<file path="src/rtl/pwm_pkg.sv">
// Shared constants and helpers for the 16-pin PWM output peripheral.
// Holds counter width, channel count, full-duty code and the pin mux.
package pwm_pkg;

    localparam int PWM_CNT_W = 8;
    localparam int NUM_CH    = 16;

    localparam logic [PWM_CNT_W-1:0] DUTY_FULL = 8'hFF;
    localparam logic [PWM_CNT_W-1:0] CNT_LAST  = 8'hFF;

    // Disabled pin is forced low regardless of its PWM select.
    function automatic logic mux_pin(
        input logic en_out,
        input logic en_pwm,
        input logic sig
    );
        logic r;
        r = 1'b0;
        if (en_out) begin
            r = en_pwm ? sig : 1'b1;
        end
        return r;
    endfunction

endpackage

</file>
<file path="src/rtl/pwm_prescaler.sv">
// Divides clk into a one-cycle tick every CLK_DIV clocks.
// Ports: clk, rst (sync, active-high), tick (comb from counter).
import pwm_pkg::*;

module pwm_prescaler #(
    parameter int CLK_DIV = 13
) (
    input  logic clk,
    input  logic rst,
    output logic tick
);

    localparam int CW = (CLK_DIV > 1) ? $clog2(CLK_DIV) : 1;
    localparam logic [CW-1:0] LAST = CW'(CLK_DIV - 1);

    logic [CW-1:0] cnt;

    assign tick = (cnt == LAST);

    always_ff @(posedge clk) begin
        if (rst) begin
            cnt <= '0;
        end else if (tick) begin
            cnt <= '0;
        end else begin
            cnt <= cnt + 1'b1;
        end
    end

endmodule

</file>
<file path="src/rtl/pwm_peripheral.sv">
// Shared 8-bit PWM with double-buffered duty driving 16 output pins.
// Ports: clk, rst, enable/PWM-select bytes, pwm_duty_cycle, out, period_start.
import pwm_pkg::*;

module pwm_peripheral #(
    parameter int CLK_DIV = 13
) (
    input  logic              clk,
    input  logic              rst,
    input  logic [7:0]        en_reg_out_7_0,
    input  logic [7:0]        en_reg_out_15_8,
    input  logic [7:0]        en_reg_pwm_7_0,
    input  logic [7:0]        en_reg_pwm_15_8,
    input  logic [7:0]        pwm_duty_cycle,
    output logic [NUM_CH-1:0] out,
    output logic              period_start
);

    logic                 tick;
    logic                 boundary;
    logic                 load_pending;
    logic                 pwm_sig;
    logic [PWM_CNT_W-1:0] pwm_cnt;
    logic [PWM_CNT_W-1:0] duty_shadow;
    logic [PWM_CNT_W-1:0] duty_eff;
    logic [NUM_CH-1:0]    en_out;
    logic [NUM_CH-1:0]    en_pwm;
    logic [NUM_CH-1:0]    out_nxt;

    pwm_prescaler #(
        .CLK_DIV(CLK_DIV)
    ) u_prescaler (
        .clk (clk),
        .rst (rst),
        .tick(tick)
    );

    assign en_out   = {en_reg_out_15_8, en_reg_out_7_0};
    assign en_pwm   = {en_reg_pwm_15_8, en_reg_pwm_7_0};
    assign boundary = tick && (pwm_cnt == CNT_LAST);

    // On the first cycle after reset the shadow is being loaded on this
    // very edge; use the requested duty directly so the first period
    // already has its full high phase.
    assign duty_eff = load_pending ? pwm_duty_cycle : duty_shadow;
    assign pwm_sig  = (duty_eff == DUTY_FULL) || (pwm_cnt < duty_eff);

    always_comb begin
        out_nxt = '0;
        for (int i = 0; i < NUM_CH; i++) begin
            out_nxt[i] = mux_pin(en_out[i], en_pwm[i], pwm_sig);
        end
    end

    always_ff @(posedge clk) begin
        if (rst) begin
            out          <= '0;
            period_start <= 1'b0;
            pwm_cnt      <= '0;
            duty_shadow  <= '0;
            load_pending <= 1'b1;
        end else begin
            out          <= out_nxt;
            period_start <= boundary;
            load_pending <= 1'b0;
            if (tick) begin
                pwm_cnt <= pwm_cnt + 1'b1;
            end
            if (load_pending || boundary) begin
                duty_shadow <= pwm_duty_cycle;
            end
        end
    end

endmodule

</file>
<file path="config.mk">
export PLATFORM = sky130hd
export DESIGN_NAME = pwm_peripheral
export DESIGN_NICKNAME = d
export VERILOG_FILES = /design/src/rtl/pwm_pkg.sv /design/src/rtl/pwm_prescaler.sv /design/src/rtl/pwm_peripheral.sv
export SDC_FILE = /design/constraint.sdc
export NUM_CORES = 1
export LEC_CHECK = 0
export CORE_MARGIN = 3
export CORE_UTILIZATION = 50
export DETAILED_ROUTE_END_ITERATION = 10
export DONT_BUFFER_PORTS = 1
export GPL_TIMING_DRIVEN = 0
export PLACE_DENSITY = 0.7
export SYNTH_ARGS = -nofsm -noshare
export SYNTH_HDL_FRONTEND = slang
export SYNTH_SLANG_ARGS = --single-unit
</file>
<file path="constraint.sdc">
create_clock -name clk -period 2.4 [get_ports clk]
set_input_delay 0.48 -clock clk [delete_from_list [all_inputs] [get_ports clk]]
set_output_delay 0.48 -clock clk [all_outputs]
set_load 0.005 [all_outputs]
</file>
==> results of run 1 <==
[layer usage]
layer | up-vias | track usage
li1 | 645 | -
met1 | 607 | 0.2206
met2 | 44 | 0.2882
met3 | 6 | 0.05299
met4 | 0 | 0.06995
met5 | - | 0
[repair_timing]
action                     in CTS  in global routing
cloned                          0                  0
resized for setup               3                  6
pin swaps                       0                  1
setup buffers                   0                  2
setup endpoints to repair      10                 12
[cells in the mapped netlist, types with 2 or more instances]
| cell type | n |
|---|---|
| o21ai_0 | 3 |
| xor2_1 | 2 |
| a311oi_1 | 6 |
| xnor2_1 | 5 |
| a311oi_2 | 10 |
| or3_1 | 2 |
| inv_1 | 20 |
| a21oi_1 | 6 |
| nand4_1 | 3 |
| nor2_1 | 16 |
| nand2_1 | 6 |
| clkbuf_1 | 7 |
| and4_1 | 3 |
| dfxtp_1 | 38 |
| and3_1 | 2 |
| buf_6 | 2 |
| mux2i_1 | 15 |
| nand3_1 | 4 |
| nor3_1 | 4 |
| ha_1 | 10 |
[cell families (layout without fill, tap and decap cells)]
logic type | Yosys count | count (layout) | share of synthesized area
DFF | 38 | 38 | 0.4285
muxes | 16 | 16 | 0.09091
xor gates and xnor gates | 7 | 7 | 0.03453
buffers and inverters | 31 | 39 | 0.07611
AOI/OAI and AO/OA | 30 | 30 | 0.1734
adders and majority gates | 10 | 10 | 0.07047
and+or+nand+nor | 44 | 44 | 0.1262
[power breakdown]
group	internal [uW]	switching [uW]
Sequential	660	19.6
Combinational	55.2	58.3
Clock	108	217
Total	823	295
[final cells by class]
cell class | instances | area share
flip-flops and latches | 38 | 0.3892
clock buffers | 5 | 0.01921
inverters | 20 | 0.03841
multi-input cells | 107 | 0.4776
repair buffers | 2 | 0.007682
clock inverters | 2 | 0.007682
plain buffers | 10 | 0.03073
well taps | 46 | 0.02945
[worst paths after layout]
check                                         from                 end
worst max-delay path                  load_pending              out[2]
worst min-delay path                           rst        load_pending
worst max register to register        load_pending              out[2]
worst min register to register  u_prescaler.cnt[0]  u_prescaler.cnt[0]
[through the flow]
step	hold slack (ns)	cell area, um^2	total power, uW
finish	0.1568	1954	1118
global route	0.1306	1954	1169
CTS	0.1432	1894	1114
detailed placement	0.4891	1833	793.2
global placement	0.4721	1833	787.9
floorplan	0.4565	1775	771.3
[state kept, by name, indices dropped and copies added, names as in the netlist]
name,cells
duty_shadow,8
load_pending,1
out,16
period_start,1
pwm_cnt,8
u_prescaler.cnt,4
[worst max-delay path: stages (launching register included)]
cell and delay (ns):
dfxtp_1 0.37, buf_6 0.17, mux2i_4 0.25, ha_1 0.29, a41oi_2 0.20, o21ai_0 0.12
or3_4 0.39, buf_6 0.18, a311oi_2 0.25
==> flow_results.org, run 1 <==
** Status
- The run finished with clean final reports.

** STA
- Final worst path period share :: 0.9580
- Final number of max-transition violations :: 0
- Maximum operating frequency :: 434.9 MHz
- Actual transition at the worst max-transition pin :: 0.6173 ns
- Final worst-path setup slack :: 0.1008 ns
- Adding up every negative setup slack in the final design gives 0 ns.
- The final number of hold-violating endpoints is 0.
- Rel. slew slack :: 0.5885
- Crit path time final :: 2.299 ns
- Setup repair after global routing left no endpoint under its margin.
- Endpoints failing setup :: 0
- Between clock sinks in the finished design, the worst skew comes to 0.008319 ns.

** Routing
- The first TritonRoute pass finished after 4 iterations.
- For this run, design rule violations remaining after detail routing come to 0.
- Overall via count from detail_route :: 1302
- DR WL met2 :: 1757 um
- The detailed router used layers up to and including met4.
- Routed length on met1 :: 1627 um
- Total met3 wirelength after detailed routing :: 202 um
- Post-DR wirelength/cell :: 15.83 um
- Violation count after the first detailed-routing iteration :: 27
- Remaining antenna violation count :: 0
- Wirelength, routed :: 3641 um
- Using the TritonRoute via totals, the vias-per-cell ratio works out to 5.661.

** Logic synthesis
- After synthesis the cells add up to 1775 um^2.
- By area the synthesized netlist is led by dfxtp_1 (43%), a311oi_2 (8.5%), mux2i_1 (8.5%), ha_1 (7.0%), inv_1 (4.2%).
- Share of Yosys cell area claimed by the top area cell type :: 0.4285
- Top cell type by total area after synthesis :: dfxtp_1
- Synthesis produced a netlist with a net count of 228.
- Synth unique cells :: 32
- Cell count after synthesis :: 176
- Post-synth EDFFs :: 0
- Synth Register Bits :: 38
- Sequential element share of the synthesized area :: 0.4285
- YS warnings :: 0
- In the synthesized netlist the dominant register cell turns out to be dfxtp_1.
- Synthesized area per cell :: 10.09 um^2
- Async S/R FF share, synth :: 0

** Floorplan
- In this run the count of I/O pins placed on the die edge is 59.
- Initial core utilization :: 0.5238
- The core region is 3390 um^2.
- Row generation in the floorplan step produced 21 rows.
- Die H :: 65.59 um
- The die covers 4302 um^2.
- In this run the horizontal extent of the chip is 65.59 um.

** Power
- Dividing total power by cell area gives a power density of 572.0 nW/um^2.
- Peak supply drop :: 0.4190 mV
- Leakage power :: 0.0007663 uW

** Setup path
- Crit path capture type :: register
- STA puts the critical path data arrival time at 2.56 ns.
- The worst setup path is launched from a register.
- Max Fanout on Critical Path :: 10
- STA puts the critical path data required time at 2.66 ns.
- Register-to-Register Path Depth :: 8
- Setup slack of the most critical reg-to-reg path :: 0.10 ns
- Kind of critical path :: reg -> reg

** Layout
- Final non-filler cell total :: 230
- The multi-input combinational cells in the finished layout cover a total of 933.4 um^2.
- Fill cells in the final layout number 288.
- Layout Utilization :: 0.5766
- Leaving out fill and tap cells, the most frequent cell in the layout is dfxtp_1.
- Storage element area :: 760.7 um^2
- Share of cells above drive strength 1 :: 0.1630
- The repair_antennas step left the layout with diodes totalling 0.
- Syn-to-layout area delta :: 10.08%
- In the layout the commonest cells are dfxtp_1 (38), inv_1 (20), nor2_1 (16).
- At the end of the flow, the number of nets in the layout was 236.

** CTS
- Clock-pin slew was measured on the worst setup and hold paths at 0.12 ns.
- Counting along the longest clock path gives a buffer depth of 2.
- The H-tree was split into 2 levels.
- Counting the buffers created by CTS gives 5.
- Skew-Pair Late Insertion Delay :: 0.35 ns
- The number of hold buffers added after CTS was 0.
- Clock tree from TritonCTS :: yes
- Clock tree root driver cell :: clkbuf_4
- CTS sink cnt :: 38

** Min path
- The tightest min-delay check is of the in -> reg type.
- Hold depth :: 0

** Global routing
- Initial antenna violation count :: 0
- Across every metal layer, demand over resource in global routing totals 0.1777.
- Maximum number of pins on one net before global-route repair :: 13
- Vias in the first global route :: 1347
- Global routing finished with a remaining overflow of 0.
- The first global-routing pass estimated 5837 um of wire.

** Placed design
- Count of input and output buffers :: 0
- Pre-CTS setup slack :: -0.1553 ns
- Once placement completed, the tool counted placed cells totaling 222.
- The congestion estimate from routability-driven global placement came to 0.8045.
- Final HPWL DP :: 2612 um

** Run
- Total of max-cap violations :: 0
No activity file was read; power rests on OpenSTA's default activity.
==> run 2: changes to the inputs <==
SYNTH_HIERARCHICAL = 1   (was unset)
==> run 2 against run 1 <==
  * Core utilization is 1.8 points higher
  * Global-route usage hardly changed
  * Design area is 3.3% lower
  * Cell count is 3.5% lower
  * Non-clock buffer count is 4 lower
  * Power is 0.61% higher
  * Maximum frequency is 3.5% higher
  * Register-to-register slack better by 0.08 ns
  * Via count is 2.5% lower
  * Count of clock-buffer cells in the layout is 2 higher
  * Largest power group unchanged
  * Sequential share of layout area is 1.4 points higher
==> flow_results.org, run 2 <==
** Status
- Status :: completed

** STA
- Crit path time final :: 2.222 ns
- Hold is met by 0.1567 ns.
- Final Hold Violating Endpoints :: 0
- The count of final max-slew check failures was 0.
- Setup slack closes at 0.1776 ns.
- Final worst path period share :: 0.9260
- Setup violations remaining at the end of the flow were counted as 0.
- Measured against its own limit, the worst slew margin works out to 0.6072.
- Derived from the worst setup path, the maximum achievable clock frequency is 450.0 MHz.
- At the pin with the least slew margin, the transition time is 0.5892 ns.
- The clock arrives with 0.009510 ns of skew.
- RSZ-0062 raised after global routing :: no

** Layout
- The library cells used most frequently in the layout, excluding fill and tap cells, are dfxtp_1 (37), inv_1 (20), nor2_1 (18).
- N_diodes :: 0
- The largest registers in the layout are out x16, duty_shadow x8, pwm_cnt x8.
- Final design area excluding fillers :: 1889 um^2
- Count of fill cells added during filler insertion :: 280
- In the final layout, the share of cells above drive strength 1 is 0.1517.
- At the end of the flow, the number of nets in the layout was 229.
- Multi-input gate area in the final layout :: 880.8 um^2
- Relative to the synthesized area, the layout overhead comes to 8.633%.
- Most common cell after layout, fill and taps aside :: dfxtp_1
- At the end of the flow the core is filled with cells to 0.5945.
- The register with the most flip-flops in the layout has 16 of them.
- Counting flops per register, the top entry is out.
- Storage element area :: 762.0 um^2

** Setup path
- Kind of critical path :: reg -> reg
- STA classifies the critical path endpoint as a register.
- Register-to-Register Path Depth :: 8
- Sequence of cells on the critical path :: buf_6 > mux2i_1 > ha_1 > a41oi_1 > o21ai_0 > or3_4 > buf_6 > a311oi_2
- The startpoint identified for the worst register-to-register timing path is load_pending.
- Max Fanout on Critical Path :: 10
- Crit path max-delay family :: compound AO/OA/AOI/OAI gates
- By instance count, the cell type seen most on the critical path is buf_6.
- Type of element launching the critical path :: register
- Buffering stage count on the worst path with inverters included :: 2
- The worst register-to-register path ends at out[0].
- Longest individual stage delay on the worst path :: 0.39 ns
- Setup slack of the most critical reg-to-reg path :: 0.18 ns
- Standard cell with the maximum stage delay on the critical path :: or3_4
- Signal arrival time at the worst endpoint :: 2.48 ns
- Required arrival time at the worst endpoint :: 2.65 ns

** Logic synthesis
- The netlist uses 31 different library cells.
- Synthesized-area fraction occupied by xor and xnor cells :: 0.02518
- Mux contribution to synthesized area :: 0.1043
- Post-synth EDFFs :: 0
- Most used standard cell by instance count after synthesis :: dfxtp_1
- Biggest area contributors in the synthesized netlist :: dfxtp_1 (44%), mux2i_1 (9.8%), a311oi_2 (8.6%), ha_1 (7.2%), inv_1 (4.3%)
- After technology mapping, the gate count stands at 170.
- Sorting the synthesized cells by how often they occur yields dfxtp_1 (38), inv_1 (20), nor2_1 (18).
- YS warnings :: 6
- Of the total synthesized cell area, the portion taken by AND, OR, NAND and NOR gates is 0.1158.
- Synthesized area per cell :: 10.23 um^2
- In the synthesized netlist the async set-or-reset flop fraction comes to 0.
- Share of Yosys cell area claimed by the top area cell type :: 0.4374
- After synthesis, the largest family of logic cells by area is compound AO/OA/AOI/OAI gates.
- Counting every net in the synthesized netlist gives 222.
- Counting flops and latches in the post-synthesis netlist gives 38.
- Summing every instance area after synthesis gives 1739 um^2.
- Of the total synthesized cell area, the portion taken by full adders, half adders and majority gates is 0.07194.
- Top flip-flop cell by instance count after synthesis :: dfxtp_1
- Sequential element share of the synthesized area :: 0.4374
- Top cell type by total area after synthesis :: dfxtp_1
- The share of the synthesized area in compound gates (AO/OA/AOI/OAI) came to 0.1741.

** CTS
- Clock latency on the worst-skew pair, taken at its later pin, is 0.34 ns.
- Clock-pin slew was measured on the worst setup and hold paths at 0.11 ns.
- Clock tree from TritonCTS :: yes
- Buffers inserted to repair hold after CTS numbered 0.
- The tree is rooted in a clkbuf_4.
- Number of buffers on the longest clock path :: 2
- CTS Buf Count :: 5
- CTS H-tree lvls :: 2
- CTS sink cnt :: 38

** Global routing
- The first global-routing pass estimated 5713 um of wire.
- The via count of the first global-routing pass is 1317.
- Overall fraction of global-route tracks in use :: 0.1775
- The number of antenna violations at the first check in global routing was 0.
- Global-route congestion overflow total :: 0
- Entering global routing, the biggest net connects 12 pins.

** Routing
- Vias per cell :: 5.716
- Residual DRC :: 0
- After detailed routing, the average wire length per cell comes to 15.93 um.
- For this block, the routed nets add up to 3537 um of wire.
- The count of nets left with antenna violations once routing finished came out at 0.
- DR WL met2 :: 1875 um
- Overall via count from detail_route :: 1269
- Routed length on met1 :: 1434 um
- The routed design uses 163 um of met3 wire.
- The first detailed-routing pass took 4 iterations.
- Uppermost routed layer :: met4
- Violation count after the first detailed-routing iteration :: 51

** Placed design
- Port buffering added 0 buffers.
- The congestion estimate from routability-driven global placement came to 0.8119.
- Pre-CTS setup slack :: -0.08969 ns
- Once placement finished, the instance area stood at 1794 um^2.
- Summed over all nets, the half-perimeter wirelength after detailed placement is 2729 um.

** Power
- Summed over all cells, the static leakage comes to 0.0007793 uW.
- Peak supply drop :: 0.3953 mV
- In this run the power density over the cells is 595.3 nW/um^2.

** Min path
- In this run the worst hold path is classified as in -> reg.
- End point of the most critical hold path :: load_pending
- The startpoint identified for the worst hold timing path is rst.
- Hold depth :: 0

** Floorplan
- The initial utilization of the core area, before any placement, comes to 0.5472.
- Measured along the x axis, the die boundary spans 64.98 um.
- The core region is 3178 um^2.
- In this run the core area contains 20 standard-cell rows.
- The floorplan step set the die height to 64.98 um.
- In this run the count of I/O pins placed on the die edge is 59.
- DIE AREA :: 4222 um^2

** Run
- Total of max-cap violations :: 0
[run 2: report_power, final]
part           internal, uW  leakage (uW)  switching (uW)
registers               660      0.000313            17.9
logic                  49.6      0.000431            55.1
clock network           142     0.0000353             200
[run 2: worst max-delay path by stage]
stage	startpoint	to	slack [ns]	depth (start not counted)
5_1_grt	load_pending	out[2]	0.04	8
2_1_floorplan	load_pending	out[3]	0.26	9
3_3_place_gp	load_pending	out[7]	-0.005	9
3_5_place_dp	load_pending	out[8]	-0.09	9
4_1_cts	load_pending	out[0]	0.06	8
6_report	load_pending	out[0]	0.18	8
[run 2: per-layer routing]
layer  track usage  vias up
met4       0.07916        0
met1        0.1961      601
met2        0.3129       36
li1              -      625
met5             0        -
met3       0.05026        7
[run 2: final cells by class]
cell class              count  share of cell area
multi-input cells         104              0.4662
flip-flops and latches     38              0.4033
inverters                  20             0.03974
clock buffers               7             0.02914
well taps                  44             0.02914
plain buffers               7             0.02583
repair buffers              1            0.003974
clock inverters             1            0.002649
[run 2: cells by family (layout without fill, tap and decap cells)]
family / Yosys count / count (layout)
AO/OA/AOI/OAI: 32 / 32
multiplexers: 18 / 18
XOR/XNOR: 5 / 5
AND/OR/NAND/NOR: 39 / 39
flip-flops: 38 / 38
buffers and inverters: 28 / 36
adder cells (fa/ha/maj): 10 / 10
[run 2: stage by stage]
stage	TNS, ns	instances	total power [uW]
finish	0	222	1125
global route	0	222	1177
CTS	0	221	1131
detailed placement	-0.7382	214	791.8
global placement	-0.005276	214	783.3
floorplan	0	170	768.6
[run 2: repair_timing]
action / in CTS / in global routing
setup buffers: 0 / 1
setup endpoints to repair: 10 / 13
gates resized for setup: 2 / 4
gates cloned: 0 / 0
